**src/rtl/vga_pkg.sv**
```systemverilog
// Shared definitions for the SVGA raster timing generator: default 800x600@60
// timing, the raster phase type, the sync-flag bundle, and the phase decoder
// used for both the horizontal and the vertical axis.
package vga_pkg;

    localparam int DEF_HACTIVE    = 800;
    localparam int DEF_HFP        = 40;
    localparam int DEF_HSYNC      = 128;
    localparam int DEF_HBP        = 88;
    localparam int DEF_VACTIVE    = 600;
    localparam int DEF_VFP        = 1;
    localparam int DEF_VSYNC      = 4;
    localparam int DEF_VBP        = 23;
    localparam int DEF_PIPE_DELAY = 1;

    typedef enum logic [1:0] {
        FRONT  = 2'd0,
        SYNC   = 2'd1,
        BACK   = 2'd2,
        ACTIVE = 2'd3
    } phase_t;

    // Flags that travel alongside a spot value through the colour pipeline.
    typedef struct packed {
        logic hs;
        logic vs;
        logic act;
    } sync_flags_t;

    // Coordinates count up from -(fp+sync+bp) to active-1, so the blanking
    // phases are fixed negative windows ending at -1 and only sync and back
    // porch widths are needed to classify a coordinate.
    function automatic phase_t phase_of(input logic signed [10:0] c,
                                        input logic signed [10:0] sync_w,
                                        input logic signed [10:0] bp_w);
        phase_t ph;
        if (!c[10]) begin
            ph = ACTIVE;
        end else if (c < -(sync_w + bp_w)) begin
            ph = FRONT;
        end else if (c < -bp_w) begin
            ph = SYNC;
        end else begin
            ph = BACK;
        end
        return ph;
    endfunction

endpackage

```
**src/rtl/sync_delay.sv**
```systemverilog
// Shift register that delays the {hs, vs, act} flags by DEPTH clocks so they
// line up with colour returned by the pixel generators.
module sync_delay
    import vga_pkg::*;
#(
    parameter int DEPTH = 1
) (
    input  logic        clk_i,
    input  logic        rst_ni,
    input  sync_flags_t flags_i,
    output sync_flags_t flags_o
);

    sync_flags_t stages_q [DEPTH];

    // Shift flags one stage per clock; reset clears every stage to inactive.
    always_ff @(posedge clk_i or negedge rst_ni) begin
        if (!rst_ni) begin
            for (int i = 0; i < DEPTH; i++) begin
                stages_q[i] <= '0;
            end
        end else begin
            stages_q[0] <= flags_i;
            for (int i = 1; i < DEPTH; i++) begin
                stages_q[i] <= stages_q[i-1];
            end
        end
    end

    assign flags_o = stages_q[DEPTH-1];

endmodule

```
**src/rtl/vga_timing.sv**
```systemverilog
// SVGA raster timing generator and DAC output stage. Counts signed pixel
// coordinates whose negative values are blanking, hands them to the colour
// generators, and re-aligns the returned colour with delayed sync/blank flags.
module vga_timing
    import vga_pkg::*;
#(
    parameter int   HACTIVE    = DEF_HACTIVE,
    parameter int   HFP        = DEF_HFP,
    parameter int   HSYNC      = DEF_HSYNC,
    parameter int   HBP        = DEF_HBP,
    parameter int   VACTIVE    = DEF_VACTIVE,
    parameter int   VFP        = DEF_VFP,
    parameter int   VSYNC      = DEF_VSYNC,
    parameter int   VBP        = DEF_VBP,
    parameter logic HS_POL     = 1'b1,
    parameter logic VS_POL     = 1'b1,
    parameter int   PIPE_DELAY = DEF_PIPE_DELAY
) (
    input  logic               clk,
    input  logic               reset_n,
    output logic signed [10:0] spotX,
    output logic signed [10:0] spotY,
    output logic               frame_start,
    input  logic [7:0]         in_r,
    input  logic [7:0]         in_g,
    input  logic [7:0]         in_b,
    output logic [7:0]         vga_r,
    output logic [7:0]         vga_g,
    output logic [7:0]         vga_b,
    output logic               vga_hs,
    output logic               vga_vs,
    output logic               vga_blank
);

    localparam int H_BLANK = HFP + HSYNC + HBP;
    localparam int V_BLANK = VFP + VSYNC + VBP;

    // Every coordinate must fit the signed 11-bit counters.
    if (H_BLANK > 1024 || HACTIVE - 1 > 1023 || V_BLANK > 1024 || VACTIVE - 1 > 1023) begin : g_range_err
        $error("vga_timing: timing parameters exceed the signed 11-bit coordinate range");
    end
    if (PIPE_DELAY < 1) begin : g_delay_err
        $error("vga_timing: PIPE_DELAY must be at least 1");
    end

    localparam logic signed [10:0] H_MIN   = 11'(-H_BLANK);
    localparam logic signed [10:0] H_MAX   = 11'(HACTIVE - 1);
    localparam logic signed [10:0] V_MIN   = 11'(-V_BLANK);
    localparam logic signed [10:0] V_MAX   = 11'(VACTIVE - 1);
    localparam logic signed [10:0] HSYNC_W = 11'(HSYNC);
    localparam logic signed [10:0] HBP_W   = 11'(HBP);
    localparam logic signed [10:0] VSYNC_W = 11'(VSYNC);
    localparam logic signed [10:0] VBP_W   = 11'(VBP);

    logic signed [10:0] x_q, x_d;
    logic signed [10:0] y_q, y_d;
    logic               frame_start_q, frame_start_d;
    sync_flags_t        raw_q, raw_d;
    sync_flags_t        dly_flags;
    phase_t             h_phase_d, v_phase_d;

    logic               vga_hs_q, vga_vs_q, vga_blank_q;
    logic [7:0]         vga_r_q, vga_g_q, vga_b_q;

    // Next raster position, plus the flags describing that position so they
    // can be registered in the same clock as the coordinates.
    always_comb begin
        x_d = x_q + 11'sd1;
        y_d = y_q;
        if (x_q == H_MAX) begin
            x_d = H_MIN;
            y_d = (y_q == V_MAX) ? V_MIN : y_q + 11'sd1;
        end
        h_phase_d     = phase_of(x_d, HSYNC_W, HBP_W);
        v_phase_d     = phase_of(y_d, VSYNC_W, VBP_W);
        raw_d.hs      = (h_phase_d == SYNC);
        raw_d.vs      = (v_phase_d == SYNC);
        raw_d.act     = (h_phase_d == ACTIVE) && (v_phase_d == ACTIVE);
        frame_start_d = (x_d == 11'sd0) && (y_d == 11'sd0);
    end

    // Raster counters and the raw flags that are coincident with them.
    always_ff @(posedge clk or negedge reset_n) begin
        if (!reset_n) begin
            x_q           <= H_MIN;
            y_q           <= V_MIN;
            frame_start_q <= 1'b0;
            raw_q         <= '0;
        end else begin
            x_q           <= x_d;
            y_q           <= y_d;
            frame_start_q <= frame_start_d;
            raw_q         <= raw_d;
        end
    end

    sync_delay #(
        .DEPTH (PIPE_DELAY)
    ) u_sync_delay (
        .clk_i   (clk),
        .rst_ni  (reset_n),
        .flags_i (raw_q),
        .flags_o (dly_flags)
    );

    // Output register: syncs at their asserted polarity, colour forced to
    // black whenever the delayed spot lies outside the active area.
    always_ff @(posedge clk or negedge reset_n) begin
        if (!reset_n) begin
            vga_hs_q    <= !HS_POL;
            vga_vs_q    <= !VS_POL;
            vga_blank_q <= 1'b1;
            vga_r_q     <= 8'h00;
            vga_g_q     <= 8'h00;
            vga_b_q     <= 8'h00;
        end else begin
            vga_hs_q    <= dly_flags.hs ? HS_POL : !HS_POL;
            vga_vs_q    <= dly_flags.vs ? VS_POL : !VS_POL;
            vga_blank_q <= !dly_flags.act;
            vga_r_q     <= dly_flags.act ? in_r : 8'h00;
            vga_g_q     <= dly_flags.act ? in_g : 8'h00;
            vga_b_q     <= dly_flags.act ? in_b : 8'h00;
        end
    end

    assign spotX       = x_q;
    assign spotY       = y_q;
    assign frame_start = frame_start_q;
    assign vga_hs      = vga_hs_q;
    assign vga_vs      = vga_vs_q;
    assign vga_blank   = vga_blank_q;
    assign vga_r       = vga_r_q;
    assign vga_g       = vga_g_q;
    assign vga_b       = vga_b_q;

endmodule

```
**config.mk**
```make
export PLATFORM = sky130hd
export DESIGN_NAME = vga_timing
export DESIGN_NICKNAME = d
export VERILOG_FILES = /design/src/rtl/vga_pkg.sv /design/src/rtl/sync_delay.sv /design/src/rtl/vga_timing.sv
export SDC_FILE = /design/constraint.sdc
export NUM_CORES = 1
export LEC_CHECK = 0
export CAP_MARGIN = 20
export CORE_ASPECT_RATIO = 0.5
export CORE_MARGIN = 3
export CORE_UTILIZATION = 50
export DETAILED_ROUTE_END_ITERATION = 10
export PLACE_DENSITY = 0.87
export SYNTH_ARGS = -nofsm -noshare
export SYNTH_HDL_FRONTEND = slang
export SYNTH_SLANG_ARGS = --single-unit
```
**constraint.sdc**
```tcl
create_clock -name clk -period 4.5 [get_ports clk]
set_input_delay 0.9 -clock clk [delete_from_list [all_inputs] [get_ports clk]]
set_output_delay 0.9 -clock clk [all_outputs]
set_load 0.02 [all_outputs]
```
**After elaboration in Yosys (flattened, before gate mapping)**

Index checks and enable logic that the tools add are counted.

- Register bits: 56
- Output and inout bits: 50

- Add/sub/neg operators: 2
- $lt $le $gt $ge: 4
- Eq/ne operators: 6
- Mux-type cells: 14
- Reduce and logical (&&, ||, !) cells: 5

Operator list:

| operator | number |
|---|---|
| $mux 11 | 3 |
| $mux 8 | 3 |
| $add 11x2->11 const B | 2 |
| $eq 11x11->1 const B | 2 |
| $logic_not 11->1 | 2 |
| $lt 11x6->1 const B | 2 |
| $mux 2 | 6 |
| $lt 11x8->1 const B | 1 |
| $lt 11x9->1 const B | 1 |
| $eq 2x1->1 const B | 2 |
| $eq 2x2->1 const B | 2 |
| $logic_and 1x1->1 | 2 |
| $mux 1 | 2 |
| $logic_not 1->1 | 1 |

**Logic depth before layout (Yosys ltp)**

Gate-level depths: netlist of the first run.

- Depth after elaboration: 9
- Depth in mapped cells: 9
- Mapped depth without buffers: 8

**By module**

From an unflattened synthesis of the first run, not the netlist that was laid out.

- Cells, all modules: 225
- Area total of the unflattened synthesis: 2,534.9 um^2

By module, submodules not included:

| module | times used | cells each | area each (um^2) |
|---|---|---|---|
| vga_timing | 1 | 222 | 2,459.9 |
| sync_delay | 1 | 3 | 75.1 |

**Worst setup path before layout of the first run**

OpenSTA, ideal clock, no wires.

- Kind: flip-flop to flip-flop
- Start point: reg x_q[0] (netlist: spotX[0])
- End point: reg raw_q[1] (netlist name)
- Arrival: 2.419 ns
- Data required time: 4.435 ns
- Path slack: 2.016 ns
- Cell stages (with the launch flop): 9
- Buffers on the path: 1
- Clock period less this slack: 2.484 ns
- Path through: dfrtp_1 > ha_1 > nand4_2 > or3_1 > buf_6 > mux2i_1 > or4_2 > nand4_1 > o211a_1

RTL lines:

| what | RTL line | RTL |
|---|---|---|
| from (decl) | vga_timing.sv:55 | `logic signed [10:0] x_q, x_d;` |
| from (signal assigned) | vga_timing.sv:85 | `x_q <= H_MIN;` |
| from (signal assigned) | vga_timing.sv:90 | `x_q <= x_d;` |
| to (signal assigned) | vga_timing.sv:93 | `raw_q <= raw_d;` |
| to (decl) | vga_timing.sv:58 | `sync_flags_t raw_q, raw_d;` |

==> results of run 1 <==
final timing paths:
| path | start | endpoint | slack [ns] | cells past startpoint |
|---|---|---|---|---|
| min | u_sync_delay.flags_o[2] | vga_hs | 0.36 | 0 |
| max | spotX[0] | raw_q[1] | 1.72 | 7 |
| min reg2reg | u_sync_delay.flags_o[2] | vga_hs | 0.36 | 0 |
| min in group asynchronous | reset_n | vga_b[2] | 0.72 | 2 |
| max in group asynchronous | reset_n | vga_r[2] | 3.33 | 2 |
| max reg2reg | spotX[0] | raw_q[1] | 1.72 | 7 |
report_power, final:
group,internal [mW],switching [mW],total [mW]
Combinational,0.0425,0.0326,0.0751
Clock,0.169,0.166,0.335
Sequential,0.514,0.00258,0.517
Total,0.726,0.202,0.927
routing by layer:
layer | GRT usage, % | routed length [um]
met5 | 0 | 0
met4 | 4.92 | 52
met3 | 4.59 | 358
met2 | 33.8 | 2800
met1 | 27.3 | 2590
cells in the mapped netlist (3+ instances only):
master	n
dfstp_2	11
o31ai_1	7
and3_2	6
o21ai_0	7
nand4_1	5
inv_1	9
xnor2_1	4
nor4_1	5
nor2_1	5
and4_1	3
nor3_1	3
a31oi_1	3
and3_1	3
dfrtp_1	45
o21bai_1	3
nand3_1	10
clkbuf_1	5
xor2_1	7
a21oi_1	7
and2_1	26
nand2_1	14
registers in the layout, summed over array words and instances (netlist names):
name / count
vga_vs: 1
raw_q: 3
spotY: 11
vga_r: 8
vga_g: 8
spotX: 11
vga_blank: 1
u_sync_delay.flags_o: 3
vga_hs: 1
frame_start: 1
vga_b: 8
final cells by class:
cell class | count | area [um2]
Clock inverter | 3 | 46.3
Sequential cell | 56 | 1420
Timing Repair Buffer | 77 | 761
Clock buffer | 5 | 68.8
Fill cell | 352 | 1200
Tap cell | 66 | 82.6
Multi-Input combinational cell | 151 | 1030
Inverter | 9 | 33.8
cell families after synthesis:
group | synth area share (%)
flops | 55.8
buf+inv | 3.45
mux | 0.839
fa+ha+maj | 0.987
simple gates | 26.0
compound gates | 9.13
xor+xnor | 3.80
stage by stage:
| step | util (%) | std cells | hold WS [ns] |
|---|---|---|---|
| 5_1_grt | 74.2 | 367 | 0.368 |
| 3_3_place_gp | 71.7 | 359 | 0.332 |
| 6_report | 74.2 | 367 | 0.357 |
| 2_1_floorplan | - | 225 | 0.331 |
| 3_5_place_dp | 71.7 | 359 | 0.335 |
| 4_1_cts | 74.2 | 367 | 0.358 |
worst reg2reg max path, cell delays in order (launching register included):
cell and delay (ns):
dfrtp_1 0.43, ha_1 0.27, nand4_2 0.25, or3_1 0.70, mux2i_1 0.27, or4_2 0.58, nand4_1 0.09, o211a_1 0.14
==> flow_metrics.env, run 1 <==
export IMPL_syn_area_um2=2530
export IMPL_syn2layout_area_growth_pct=35.7
export IMPL_critPathBufInv=0
export IMPL_htree_levels=2
export IMPL_crit_required_ns=4.76
export IMPL_crit_family="simple AND/OR/NAND/NOR gates"
export IMPL_drt_iter0_markers=164
export IMPL_vias_per_cell=5.49
export IMPL_grt_pass1_vias=1884
export IMPL_gp_congestion=0.965
export IMPL_ctsLongestPathBuffers=2
export IMPL_portBuffers=75
export IMPL_rows=17
export IMPL_cp_start_kind="register"
export IMPL_synth_top_cell_area_share_pct=44.4
export IMPL_drive_above_1_share_pct=14.3
export IMPL_postSynthCellCount=225
export IMPL_finalSetupViolCount=0
export IMPL_fin_crit_sh_pct=61.9
export IMPL_coreArea_um2=4640
export IMPL_initial_core_util_pct=54.7
export IMPL_slew_limit_headroom_pct=54.4
export IMPL_ys_seq_area_share_pct=55.8
export IMPL_grt_overflow=0
export IMPL_drtAntennaViolNets=0
export IMPL_antenna_cells=0
export IMPL_period_needed_ns=2.78
export IMPL_synth_async_reset_ratio_pct=100
export IMPL_cts_resized=0
export IMPL_antenna_found_initial=0
export IMPL_drc=0
export IMPL_max_freq_ghz=0.359
export IMPL_slowest_stage="or3_1"
export IMPL_finalPower_uw=927
export IMPL_placed_area_um2=3320
export IMPL_vias=2016
export IMPL_grt_use_total_pct=20.3
export IMPL_maxCapViolCount=0
export IMPL_path_max_fanout=17
export IMPL_hold_class="reg -> reg"
export IMPL_post_cts_repair_setup_buffers=0
export IMPL_synth_largest_area_cell="dfrtp_1"
export IMPL_wirelength_um=5810
export IMPL_powerDensity_nw_per_um2=270
export IMPL_stdcell_area_um2=3440
export IMPL_io_pins=76
export IMPL_worst_slack_ns=1.72
export IMPL_postCtsHoldBufs=0
export IMPL_die_h_um=56.4
export IMPL_synth_ff_latch_count=56
export IMPL_critical_path_max_stage_delay_ns=0.70
export IMPL_syn_avg_cell_area_um2=11.3
export IMPL_numCtsBuffers=5
export IMPL_drt_pass1_iter_count=4
export IMPL_path_cells="ha_1, nand4_2, or3_1, mux2i_1, or4_2, nand4_1, o211a_1"
export IMPL_routedWlPerCell_um=15.8
export IMPL_final_common_cell="clkdlybuf4s50_1"
export IMPL_dp_slack_ns=1.78
export IMPL_hold_viol=0
export IMPL_synth_nets=253
export IMPL_tns_ns=0
export IMPL_status="finished clean"
export IMPL_rsz0062_at_grt="false"
export IMPL_hpwl_um=4230
export IMPL_cp_end_kind="register"
export IMPL_cts_tree="done"
export IMPL_final_max_slew_viol_count=0
export IMPL_synth_edf_count=0
export IMPL_cts_sinks=56
export IMPL_grt_max_degree=57
export IMPL_insertion_delay_ns=0.31
export IMPL_yosysWarnings=0
export IMPL_ys_flop_type="dfrtp_1"
export IMPL_skew_ns=0.0119
export IMPL_die_w_um=107
export IMPL_fp_dieArea_um2=6010
export IMPL_crit_arrival_ns=3.04
export IMPL_leakagePower_nw=1.48
export IMPL_mostFrequentLayoutCells="clkdlybuf4s50_1, dfrtp_1, and2_1, nand2_1, dfstp_2"
export IMPL_clockRootBuffer="clkbuf_8"
export IMPL_ys_top_cells_by_area="dfrtp_1, dfstp_2, and2_1, xor2_1, nand2_1"
export IMPL_fin_nets=328
export IMPL_synth_cell_types=50
export IMPL_tightest_slew_ns=0.684
export IMPL_crit_type="reg -> reg"
export IMPL_grt_pass1_wl_um=9670
export IMPL_vdd_drop_max_mv=0.175
export IMPL_clkSlewWorstSetupHoldPaths_ns=0.11
Note: power is estimated with default switching activity, not from simulation.
==> run 2, diff against run 1 <==
--- a/config.mk
+++ b/config.mk
@@ -8,9 +8,9 @@
 export CAP_MARGIN = 20
 export CORE_ASPECT_RATIO = 0.5
 export CORE_MARGIN = 3
-export CORE_UTILIZATION = 50
+export CORE_UTILIZATION = 42
 export DETAILED_ROUTE_END_ITERATION = 10
-export PLACE_DENSITY = 0.87
+export PLACE_DENSITY = 0.78
 export SYNTH_ARGS = -nofsm -noshare
 export SYNTH_HDL_FRONTEND = slang
 export SYNTH_SLANG_ARGS = --single-unit
==> constraint.sdc (replaced) <==
create_clock -name clk -period 2.3 [get_ports clk]
set_input_delay 0.46 -clock clk [delete_from_list [all_inputs] [get_ports clk]]
set_output_delay 0.46 -clock clk [all_outputs]
set_load 0.02 [all_outputs]
==> flow_metrics.env, run 2 (synthesized netlist as in run 1, its figures left out) <==
export IMPL_status="complete, but fails checks"
export IMPL_violations="negative setup slack"
export IMPL_crit_type="reg -> reg"
export IMPL_period_needed_ns=2.31
export IMPL_clock_power_share_pct=42.8
export IMPL_final_max_slew_viol_count=0
export IMPL_drt_pass1_iter_count=4
export IMPL_drc=0
export IMPL_worst_slack_ns=-0.0102
export IMPL_ff2ff_setup_slack_ns=-0.01
export IMPL_fillCellCount=439
export IMPL_r2r_end="frame_start"
export IMPL_tns_ns=-0.0102
export IMPL_maxCapViolCount=0
export IMPL_path_max_fanout=5
export IMPL_powerDensity_nw_per_um2=515
export IMPL_cp_end_kind="register"
export IMPL_crit_arrival_ns=2.51
export IMPL_cts_sinks=56
export IMPL_stdcell_area_um2=3940
export IMPL_drtAntennaViolNets=0
export IMPL_grt_pass1_vias=2264
export IMPL_gp_congestion=0.960
export IMPL_routedWlPerCell_um=16.6
export IMPL_antenna_found_initial=0
export IMPL_reg2reg_depth=6
export IMPL_placed_area_um2=3630
export IMPL_grt_pass1_wl_um=11000
export IMPL_fin_nets=369
export IMPL_vias_per_cell=5.32
export IMPL_drt_iter0_markers=137
export IMPL_p_sw_share_pct=20.8
export IMPL_skew_ns=0.00394
export IMPL_io_pins=76
export IMPL_slew_limit_headroom_pct=62.0
export IMPL_syn2layout_area_growth_pct=55.6
export IMPL_clkSlewWorstSetupHoldPaths_ns=0.07
export IMPL_crit_required_ns=2.50
export IMPL_insertion_delay_ns=0.30
export IMPL_r2r_start="spotX[6]"
export IMPL_fp_dieArea_um2=7060
export IMPL_die_h_um=60.9
export IMPL_crit_start="spotX[6]"
export IMPL_grt_max_degree=27
export IMPL_numCtsBuffers=5
export IMPL_rows=19
export IMPL_final_common_cell="clkdlybuf4s50_1"
export IMPL_vias=2208
export IMPL_leakagePower_nw=1.68
export IMPL_mostFrequentLayoutCells="clkdlybuf4s50_1, buf_4, dfrtp_1, and2_1, nand2_1"
export IMPL_vdd_drop_max_mv=0.339
export IMPL_rsz0062_at_grt="true"
export IMPL_initial_core_util_pct=44.8
export IMPL_grt_use_total_pct=20.5
export IMPL_clockRootBuffer="clkbuf_16"
export IMPL_wirelength_um=6900
export IMPL_ctsLongestPathBuffers=2
export IMPL_hold_class="in -> async"
export IMPL_finalSetupViolCount=1
export IMPL_cp_start_kind="register"
export IMPL_coreArea_um2=5660
export IMPL_hold_viol=0
export IMPL_antenna_cells=0
export IMPL_dp_slack_ns=-0.135
export IMPL_grt_overflow=0
export IMPL_netSwitchingPower_uw=422
export IMPL_hpwl_um=5180
export IMPL_seqPwrFrac_pct=49.8
export IMPL_max_freq_ghz=0.433
export IMPL_fin_crit_sh_pct=100
export IMPL_portBuffers=75
export IMPL_htree_levels=2
export IMPL_postCtsHoldBufs=0
export IMPL_cts_tree="done"
export IMPL_die_w_um=116
export IMPL_p_comb_share_pct=7.3
export IMPL_tightest_slew_ns=0.570
export IMPL_drive_above_1_share_pct=30.1
export IMPL_p_int_mw=1.61
[run 2: cell types whose count changed in the layout (fill, tap and decap cells not counted), sizes merged]
cell / change
clkbuf: +1
buf: +41
clkinv: -1
[run 2: routing by layer]
metal	vias up	global-route usage, %	routed length, um
li1	1028	-	-
met3	9	4.38	358
met4	0	5.45	65
met1	1101	26.4	3050
met5	-	0	0
met2	70	35.9	3420
[run 2: through the flow]
step,total power [mW],hold WS [ns],cells,util (%)
after detailed placement,1.18,0.338,400,64.2
after CTS,2.05,0.176,413,68.6
final,2.03,0.157,415,69.7
after global routing,2.10,0.198,415,69.7
after global placement,1.18,0.333,400,64.2
after floorplan,1.07,0.164,225,-
[run 2: critical path, cell delays in order, from the launching register on]
cell     delay, ns
dfrtp_2       0.42
or3_4         0.44
nor4_4        0.32
buf_4         0.19
a21oi_1       0.07
or4_1         0.52
nor4_2        0.26
[run 2: worst max-delay path by stage]
stage / slack, ns / depth (start not counted) / endpoint
after floorplan: -0.04 / 6 / frame_start
after global placement: -0.04 / 7 / raw_q[1]
after detailed placement: -0.14 / 8 / frame_start
after CTS: 0.003 / 7 / frame_start
after global routing: -0.11 / 6 / frame_start
final: -0.01 / 6 / frame_start
[run 2: power by group through the flow]
stage               logic (mW)  registers (mW)  clock network (mW)
global route             0.161            1.01               0.929
finish                   0.149            1.01               0.870
global placement         0.148            1.03                   0
CTS                      0.153            1.01               0.888
detailed placement       0.152            1.03                   0
floorplan               0.0142            1.06                   0
[run 2: repair_timing]
| item | 4_1_cts | 5_1_grt |
|---|---|---|
| endpoints found under the setup margin | 2 | 2 |
| pin swaps | 1 | 2 |
| hold endpoints to repair | 0 | 0 |
| setup buffers | 5 | 2 |
| resized for setup | 7 | 12 |
[run 2: area by class of cell]
type / instances / area, um2 / share of cell area [%]
Clock inverter: 2 / 38.8 / 0.984
Tap cell: 73 / 91.3 / 2.32
Clock buffer: 6 / 129 / 3.27
Sequential cell: 56 / 1420 / 36.1
Multi-Input combinational cell: 151 / 1160 / 29.4
Inverter: 9 / 33.8 / 0.857
Timing Repair Buffer: 118 / 1070 / 27.1
